<file path="config.mk">
export PLATFORM = sky130hd
export DESIGN_NAME = wb_merge_stage
export DESIGN_NICKNAME = d
export VERILOG_FILES = /design/src/rtl/wb_merge_stage.sv
export SDC_FILE = /design/constraint.sdc
export NUM_CORES = 1
export LEC_CHECK = 0
export BUFFER_PORTS_ARGS = -buffer_cell sky130_fd_sc_hd__buf_2
export CORE_UTILIZATION = 55
export DETAILED_ROUTE_END_ITERATION = 10
export MAX_ROUTING_LAYER = met4
export PLACE_DENSITY = 0.82
export RECOVER_POWER = 50
export SYNTH_ARGS = -nofsm -noshare
export SYNTH_HDL_FRONTEND = slang
export SYNTH_SLANG_ARGS = --single-unit
export TNS_END_PERCENT = 50
</file>
<file path="constraint.sdc">
create_clock -name clock -period 2.66 [get_ports clock]
set_input_delay 0.133 -clock clock [delete_from_list [all_inputs] [get_ports clock]]
set_output_delay 0.133 -clock clock [all_outputs]
set_load 0.1 [all_outputs]
</file>
<file path="src/rtl/wb_merge_stage.sv">
// Writeback merge stage: pipeline writes own the register-file port; multdiv results wait in a FIFO.
// Optional feature macro: WB_BYPASS_EN (md result skips an empty FIFO straight to the write port).
module wb_merge_stage #(
  parameter int DATA_W  = 32,
  parameter int REG_AW  = 5,
  parameter int DEPTH   = 4,
  parameter int RSTATUS = 30,
  parameter int RLINK   = 31
) (
  input  logic                    clock,
  input  logic                    reset,
  input  logic [31:0]             pipe_insn,
  input  logic [DATA_W-1:0]       pipe_o,
  input  logic [DATA_W-1:0]       pipe_d,
  input  logic                    pipe_exception,
  input  logic                    md_valid,
  input  logic [REG_AW-1:0]       md_rd,
  input  logic [DATA_W-1:0]       md_result,
  input  logic                    md_exception,
  output logic                    md_ready,
  input  logic [REG_AW-1:0]       query_addr,
  output logic                    query_hit,
  output logic [$clog2(DEPTH):0]  pend_count,
  output logic [DATA_W-1:0]       data_writeReg,
  output logic [REG_AW-1:0]       ctrl_writeReg,
  output logic                    ctrl_writeEnable
);
  localparam int PTR_W = $clog2(DEPTH);
  localparam int CNT_W = PTR_W + 1;

  localparam logic [4:0] OP_RTYPE = 5'b00000;
  localparam logic [4:0] OP_ADDI  = 5'b00101;
  localparam logic [4:0] OP_LW    = 5'b01000;
  localparam logic [4:0] OP_JAL   = 5'b00011;
  localparam logic [4:0] OP_SETX  = 5'b10101;

  localparam logic [REG_AW-1:0] ADDR_STATUS = REG_AW'(RSTATUS);
  localparam logic [REG_AW-1:0] ADDR_LINK   = REG_AW'(RLINK);
  localparam logic [CNT_W-1:0]  CNT_FULL    = CNT_W'(DEPTH);

  // ---------------- pipeline decode ----------------
  logic [4:0]        pipe_op;
  logic [REG_AW-1:0] pipe_rd;
  logic              pipe_dec_wr;
  logic [REG_AW-1:0] pipe_addr;
  logic [DATA_W-1:0] pipe_data;
  logic              pipe_wr;
  logic [21:0]       unused_insn_bits;

  assign pipe_op          = pipe_insn[31:27];
  assign pipe_rd          = REG_AW'(pipe_insn[26:22]);
  assign unused_insn_bits = pipe_insn[21:0];

  always_comb begin
    pipe_dec_wr = 1'b0;
    case (pipe_op)
      OP_RTYPE, OP_ADDI, OP_LW, OP_JAL, OP_SETX: pipe_dec_wr = 1'b1;
      default:                                  pipe_dec_wr = 1'b0;
    endcase
  end

  always_comb begin
    pipe_addr = pipe_rd;
    if (pipe_op == OP_JAL) begin
      pipe_addr = ADDR_LINK;
    end else if (pipe_op == OP_SETX || pipe_exception) begin
      pipe_addr = ADDR_STATUS;
    end
  end

  assign pipe_data = (pipe_op == OP_LW) ? pipe_d : pipe_o;
  // $r0 is hard-wired, so a write aimed at it never reaches the port
  assign pipe_wr   = pipe_dec_wr && (pipe_addr != '0);

  // ---------------- multdiv FIFO ----------------
  logic [REG_AW-1:0] addr_mem [DEPTH];
  logic [DATA_W-1:0] data_mem [DEPTH];
  logic [DEPTH-1:0]  valid_reg;
  logic [DEPTH-1:0]  valid_next;
  logic [DEPTH-1:0]  slot_hit;
  logic [PTR_W-1:0]  wr_ptr_reg;
  logic [PTR_W-1:0]  rd_ptr_reg;
  logic [CNT_W-1:0]  count_reg;
  logic [CNT_W-1:0]  count_next;

  logic [REG_AW-1:0] md_addr;
  logic              fifo_empty;
  logic              md_accept;
  logic              md_bypass;
  logic              enq;
  logic              deq;

  assign fifo_empty = (count_reg == '0);
  assign md_ready   = (count_reg < CNT_FULL);
  assign pend_count = count_reg;
  assign md_addr    = md_exception ? ADDR_STATUS : md_rd;
  // Beats with a zero destination are consumed but never stored
  assign md_accept  = md_valid && md_ready && (md_addr != '0);

`ifdef WB_BYPASS_EN
  assign md_bypass = md_accept && fifo_empty && !pipe_wr;
`else
  assign md_bypass = 1'b0;
`endif

  assign enq = md_accept && !md_bypass;
  assign deq = !pipe_wr && !fifo_empty;

  genvar gi;
  generate
    for (gi = 0; gi < DEPTH; gi++) begin : g_slot
      logic slot_set;
      logic slot_clr;
      assign slot_set       = enq && (wr_ptr_reg == PTR_W'(gi));
      assign slot_clr       = deq && (rd_ptr_reg == PTR_W'(gi));
      assign valid_next[gi] = slot_set || (valid_reg[gi] && !slot_clr);
      // The head being drained this cycle still reports as pending
      assign slot_hit[gi]   = valid_reg[gi] && (addr_mem[gi] == query_addr);
    end
  endgenerate

  assign query_hit = (query_addr != '0) && (|slot_hit);

  always_comb begin
    count_next = count_reg;
    if (enq && !deq) begin
      count_next = count_reg + CNT_W'(1);
    end else if (deq && !enq) begin
      count_next = count_reg - CNT_W'(1);
    end
  end

  always_ff @(posedge clock) begin
    if (enq) begin
      addr_mem[wr_ptr_reg] <= md_addr;
      data_mem[wr_ptr_reg] <= md_result;
    end
  end

  // ---------------- write-port register ----------------
  logic              we_reg;
  logic              we_next;
  logic [REG_AW-1:0] wreg_reg;
  logic [REG_AW-1:0] wreg_next;
  logic [DATA_W-1:0] wdata_reg;
  logic [DATA_W-1:0] wdata_next;

  always_comb begin
    we_next    = 1'b0;
    wreg_next  = wreg_reg;
    wdata_next = wdata_reg;
    if (pipe_wr) begin
      we_next    = 1'b1;
      wreg_next  = pipe_addr;
      wdata_next = pipe_data;
    end else if (deq) begin
      we_next    = 1'b1;
      wreg_next  = addr_mem[rd_ptr_reg];
      wdata_next = data_mem[rd_ptr_reg];
    end else if (md_bypass) begin
      we_next    = 1'b1;
      wreg_next  = md_addr;
      wdata_next = md_result;
    end
  end

  always_ff @(posedge clock) begin
    if (reset) begin
      we_reg     <= 1'b0;
      wreg_reg   <= '0;
      wdata_reg  <= '0;
      wr_ptr_reg <= '0;
      rd_ptr_reg <= '0;
      count_reg  <= '0;
      valid_reg  <= '0;
    end else begin
      we_reg     <= we_next;
      wreg_reg   <= wreg_next;
      wdata_reg  <= wdata_next;
      count_reg  <= count_next;
      valid_reg  <= valid_next;
      if (enq) begin
        wr_ptr_reg <= wr_ptr_reg + PTR_W'(1);
      end
      if (deq) begin
        rd_ptr_reg <= rd_ptr_reg + PTR_W'(1);
      end
    end
  end

  assign ctrl_writeEnable = we_reg;
  assign ctrl_writeReg    = wreg_reg;
  assign data_writeReg    = wdata_reg;

endmodule

</file>
==> reports/qor.csv, run 1 <==
stage,metric,value,unit
status,result of the run,"complete, no violations",
floorplanning,Die ar.,0.0167,mm^2
clocking,CTS tree,yes,
floorplanning,core area,0.0158,mm^2
setup_path,Crit Path Class,reg -> reg,
global_route,global-route wire length before repair,30800,um
global_route,vias in the first global route,6023,
clocking,CTS buffer count,17,
final_layout,antenna cells,0,
routing,residual DRC count,0,
yosys,Async SR Flop Fraction,0,
sta,Slew Limit Fails,0,
clocking,Skew-Pair Late Insertion Delay,0.43,ns
global_route,gr usage total,0.258,
floorplanning,io pins,186,
routing,vias per cell,5.92,
setup_path,Required @ worst endpoint,2.97,ns
clocking,clock sink count,199,
global_route,GR Util met1,0.300,
routing,wire per inst,20.7,um
routing,DRT Pass-1 Iters,4,
worst_hold_path,Tightest Hold Check Type,in -> reg,
yosys,synthesized area per cell,16.3,um^2
setup_path,critical path endpoint category,flip-flop,
floorplanning,die width,129,um
final_layout,Final Cell Area,0.0107,mm^2
sta,Final Setup Violations,0,
yosys,top cells by instance count after synthesis,"148 x edfxtp_1, 51 x dfxtp_1, 37 x mux4_2, 35 x mux2i_1, 34 x and2_1",
routing,Via Count,5657,
routing,DR iter-0 viols,466,
setup_path,CP startpoint kind,flip-flop,
placed_design,Post-DP Area,0.00989,mm^2
global_route,initial antenna violation count,0,
final_layout,nets,880,
global_route,M3 GR Usage,0.0516,
setup_path,peak fanout along the critical path,38,
final_layout,share of layout cells above drive strength 1,0.327,
yosys,Seq cells post-synth,199,
sta,Worst slew margin,0.158,
yosys,most frequent cell after synthesis,edfxtp_1,
yosys,Area contributors post-synth,"edfxtp_1 50%, dfxtp_1 11%, mux4_2 9.3%, a221oi_2 4.7%, a211oi_2 4.2%",
power,pwr dens,1070,mW/mm^2
placed_design,post-detail-place hpwl,12700,um
global_route,gr busiest metal,met2,
yosys,Post-Syn Area,0.00892,mm^2
sta,"Period Utilization, post-route",0.859,
routing,final WL,19800,um
yosys,sequential share of the synthesized area,0.613,
sta,clock skew,0.00627,ns
sta,Max Freq,437,MHz
yosys,library cells used by synthesis,52,
routing,post-route ant nets,0,
final_layout,Largest register FFs,128,
final_layout,Area Overhead vs Synth,19.5,%
power,Peak VDD IR,489,uV
clocking,clock-pin slew on the worst setup and hold paths,0.07,ns
yosys,Post-synth EDFFs,148,
floorplanning,Initial Util,0.563,
yosys,post-synth top area cell,edfxtp_1,
sta,RSZ-0062 raised after global routing,no,
floorplanning,Die Ht,129,um
final_layout,Top reg by flops,data_mem,
clocking,H-tree depth,4,
yosys,area share of the largest cell type after synthesis,0.498,
sta,setup TNS,0,ns
placed_design,gpl congestion,0.921,
yosys,syn_nets,699,
final_layout,fillers,1130,
sta,fin crit period,2.29,ns
yosys,yosys warns,0,
placed_design,Port Buffers,163,
yosys,Post-Syn Instances,546,
floorplanning,Row Count,46,
run,MaxCap Viol Count,0,
power,leakage power,3.59,nW
clocking,clk buf depth,2,
global_route,largest net degree at the start of global routing,39,
global_route,M2 GR Usage,0.436,
setup_path,Arrival @ worst endpoint,2.60,ns
yosys,"Primary FF master, synth",edfxtp_1,
clocking,clock root buffer,clkbuf_16,
global_route,total gr overflow,0,
sta,Worst Max-Slew Pin Slew,1.27,ns
sta,"Hold Vio Cnt, Final",0,
==> worst max-delay path, stage by stage (launching register included) <==
cell	delay, ns
dfxtp_1	0.38
clkinvlp_4	0.11
o211a_1	0.31
nand2_1	0.15
inv_2	0.70
nor2_1	0.11
a311oi_1	0.39
==> kinds of logic (layout without fill, tap and decap cells) <==
logic type | count (synthesis) | in the layout | synth area share
buffers and inverters | 56 | 250 | 0.0338
muxes | 74 | 74 | 0.136
AOI/OAI and AO/OA | 90 | 90 | 0.119
adders and majority gates | 10 | 10 | 0.0149
DFF | 199 | 199 | 0.613
xor gates and xnor gates | 23 | 23 | 0.0226
and+or+nand+nor | 94 | 94 | 0.0606
==> layout by cell type (no fill, tap or decap), drive strengths merged, types with 12 or more instances in the layout <==
master and n:
edfxtp 148, buf 98, clkbuf 95, dfxtp 51, mux4 37, mux2i 35, and2 34, dlygate4sd3 32
a211oi 32, a221oi 32, xor2 18, nand2 15, nor2 14, inv 12
==> per-layer routing <==
layer / wire length [um] / up-vias
met4: 605 / 0
met1: 7870 / 2838
met3: 1010 / 60
met2: 10300 / 232
li1: - / 2527
met5: 0 / -
==> where the power goes <==
part,internal [mW],switching (mW)
combinational,1.51,3.22
clock,1.38,1.11
sequential,3.84,0.319
==> stage by stage <==
step                      total power [mW]  hold slack (ns)  cells  setup slack [ns]   util
after global routing                  11.8           0.0117    956             0.207  0.673
after detailed placement              9.01            0.352    892             0.268  0.625
after CTS                             11.5          0.00648    956             0.361  0.681
after floorplan                       8.03            0.232    546            0.0378      -
after global placement                8.87            0.344    892             0.361  0.625
final                                 11.4           0.0162    956             0.374  0.673
==> final cells by class <==
cell class | count | area (um^2) | area share
Clock buffer | 19 | 433 | 0.0406
Clock inverter | 13 | 130 | 0.0122
Sequential cell | 199 | 5470 | 0.513
Timing Repair Buffer | 206 | 1160 | 0.109
Tap cell | 216 | 270 | 0.0254
Inverter | 12 | 48.8 | 0.00458
Multi-Input combinational cell | 291 | 3150 | 0.295
==> path summary, 6_finish.rpt <==
check	start	end	slack, ns	depth (start not counted)
max	pend_count[2]$_SDFFE_PP0P_	valid_reg[3]$_SDFF_PP0_	0.37	6
min	md_rd[1]	addr_mem[0][1]$_DFFE_PP_	0.02	2
min reg2reg	ctrl_writeReg[1]$_SDFFE_PP0P_	ctrl_writeReg[1]$_SDFFE_PP0P_	0.52	2
max reg2reg	pend_count[2]$_SDFFE_PP0P_	valid_reg[3]$_SDFF_PP0_	0.37	6
==> repair_timing <==
| action | in CTS | in global routing |
|---|---|---|
| endpoints found under the setup margin | 0 | 0 |
| hold buffers | 32 | 0 |
| gates resized for setup | 0 | 0 |
| hold endpoints to repair | 128 | 0 |
| setup buffers | 0 | 0 |
Power figures use the tool's default switching activity.
==> run 2: changes to the inputs <==
--- a/config.mk
+++ b/config.mk
@@ -8,6 +8,7 @@
 export BUFFER_PORTS_ARGS = -buffer_cell sky130_fd_sc_hd__buf_2
 export CORE_UTILIZATION = 55
 export DETAILED_ROUTE_END_ITERATION = 10
+export HOLD_SLACK_MARGIN = 0.05
 export MAX_ROUTING_LAYER = met4
 export PLACE_DENSITY = 0.82
 export RECOVER_POWER = 50
==> reports/qor.csv, run 2 (synthesis gave the netlist of run 1 again) <==
stage,metric,value,unit
final_layout,"commonest cells after routing, fill and taps aside","148 x edfxtp_1, 88 x buf_2, 78 x clkbuf_1, 47 x dfxtp_1, 37 x mux4_2",
clocking,clock-pin slew on the worst setup and hold paths,0.07,ns
floorplanning,Die ar.,0.0167,mm^2
sta,Final Setup Violations,0,
sta,"Hold Vio Cnt, Final",0,
final_layout,share of layout cells above drive strength 1,0.327,
setup_path,Arrival @ worst endpoint,2.83,ns
global_route,total gr overflow,0,
sta,fin crit period,2.49,ns
clocking,clk buf depth,2,
routing,wire per inst,20.7,um
final_layout,FF/Latch Area,0.00547,mm^2
sta,Final WS setup,0.174,ns
placed_design,post-detail-place hpwl,12700,um
placed_design,placed insts,892,
run,MaxCap Viol Count,0,
setup_path,flop2flop setup slack,0.17,ns
floorplanning,die width,129,um
floorplanning,Row Count,46,
clocking,CTS tree,yes,
sta,setup TNS,0,ns
power,total power,11.4,mW
power,clock share of power,0.218,
routing,residual DRC count,0,
final_layout,antenna cells,0,
routing,DR iter-0 viols,481,
global_route,initial antenna violation count,0,
final_layout,Top reg by flops,data_mem,
power,Peak VDD IR,483,uV
power,Sw Share,0.408,
sta,Max Freq,402,MHz
power,leakage power,3.61,nW
final_layout,fillers,1122,
placed_design,gpl congestion,0.921,
placed_design,Port Buffers,163,
final_layout,area of the multi-input gates,0.00315,mm^2
power,Psw,4.64,mW
final_layout,Largest register FFs,128,
routing,met3 WL post-DR,935,um
clocking,clock sink count,199,
worst_hold_path,min-delay src,pipe_o[23],
setup_path,R2R Path Start,pend_count[2]$_SDFFE_PP0P_,
sta,Min Hold Slack,0.0767,ns
worst_hold_path,Tightest Hold Check Type,in -> reg,
floorplanning,Die Ht,129,um
routing,top sig layer,met4,
setup_path,worst path cell trace,nor3_2 > clkbuf_2 > a221oi_1 > a211oi_2,
routing,DRT Pass-1 Iters,5,
final_layout,"most common cell after layout, fill and taps aside",edfxtp_1,
clocking,H-tree depth,4,
sta,Worst slew margin,0.122,
routing,post-route ant nets,0,
final_layout,nets,884,
clocking,CTS buffer count,17,
floorplanning,core area,0.0158,mm^2
floorplanning,io pins,186,
worst_hold_path,hold depth,3,
final_layout,post-route insts no fill,960,
sta,RSZ-0062 raised after global routing,no,
routing,final WL,19900,um
clocking,clock root buffer,clkbuf_16,
status,result of the run,"complete, no violations",
worst_hold_path,WHS Endpoint,data_writeReg[23]$_SDFFE_PP0P_,
setup_path,reg2reg end,data_writeReg[19]$_SDFFE_PP0P_,
sta,Slew Limit Fails,0,
global_route,global-route wire length before repair,30900,um
setup_path,Crit Path Class,reg -> reg,
global_route,largest net degree at the start of global routing,39,
power,pwr dens,1060,mW/mm^2
placed_design,post-placement setup slack,0.268,ns
setup_path,Required @ worst endpoint,3.00,ns
setup_path,crit path from,pend_count[2]$_SDFFE_PP0P_,
routing,Via Count,5656,
sta,clock skew,0.00598,ns
power,P_int,6.74,mW
power,combinational power share,0.416,
global_route,vias in the first global route,6042,
routing,met2 wire len,10300,um
floorplanning,Initial Util,0.563,
routing,met1 WL,8040,um
sta,"Period Utilization, post-route",0.935,
sta,Worst Max-Slew Pin Slew,1.32,ns
routing,vias per cell,5.89,
global_route,gr usage total,0.259,
setup_path,critical path endpoint category,flip-flop,
setup_path,CP max stage delay,1.05,ns
setup_path,Reg2Reg Depth,4,
setup_path,slowest CP cell,clkbuf_2,
clocking,Skew-Pair Late Insertion Delay,0.43,ns
setup_path,CP startpoint kind,flip-flop,
power,sequential share of power,0.366,
final_layout,Area Overhead vs Synth,20.0,%
setup_path,peak fanout along the critical path,37,
-- run 2: final cells by class --
class | count | area share
clock inverter | 13 | 0.0122
multi-input combinational | 291 | 0.294
inverter | 12 | 0.00456
timing repair buffer | 210 | 0.112
tap | 216 | 0.0253
sequential | 199 | 0.511
clock buffer | 19 | 0.0405
-- run 2: worst max-delay path by stage --
stage	endpoint	slack (ns)	cells after the start
2_1_floorplan	pend_count[2]$_SDFFE_PP0P_	0.04	10
6_report	data_writeReg[19]$_SDFFE_PP0P_	0.17	4
3_3_place_gp	pend_count[2]$_SDFFE_PP0P_	0.36	12
5_1_grt	data_writeReg[19]$_SDFFE_PP0P_	0.13	4
4_1_cts	pend_count[2]$_SDFFE_PP0P_	0.30	10
3_5_place_dp	data_writeReg[30]$_SDFFE_PP0P_	0.27	6
-- run 2: power by group through the flow --
| stage | combinational [mW] | sequential (mW) | clock [mW] |
|---|---|---|---|
| floorplan | 2.31 | 5.72 | 0 |
| global placement | 4.67 | 4.20 | 0 |
| detailed placement | 4.78 | 4.23 | 0 |
| CTS | 4.84 | 4.16 | 2.50 |
| global route | 4.97 | 4.22 | 2.65 |
| finish | 4.74 | 4.16 | 2.48 |
-- run 2: timing repair --
| action | 4_1_cts | 5_1_grt |
|---|---|---|
| gates resized for setup | 0 | 0 |
| endpoints found under the hold margin | 144 | 0 |
| setup buffers | 0 | 0 |
| hold buffers | 36 | 0 |
-- run 2: routing by layer --
metal	track usage	vias up
met1	0.301	2842
met3	0.0516	62
met4	0.111	0
met5	-	-
li1	-	2535
met2	0.438	217
-- run 2: critical path: cells and delay by family, from the launching register on --
family	cells	cell delay [ns]
AND/OR/NAND/NOR	1	0.38
flip-flops	1	0.37
AO/OA/AOI/OAI	2	0.57
buffers and inverters	1	1.05
-- run 2: stage by stage --
stage / instance area (um^2) / util
global route: 10700 / 0.676
floorplan: 8920 / -
finish: 10700 / 0.676
global placement: 9890 / 0.625
detailed placement: 9890 / 0.625
CTS: 10800 / 0.683
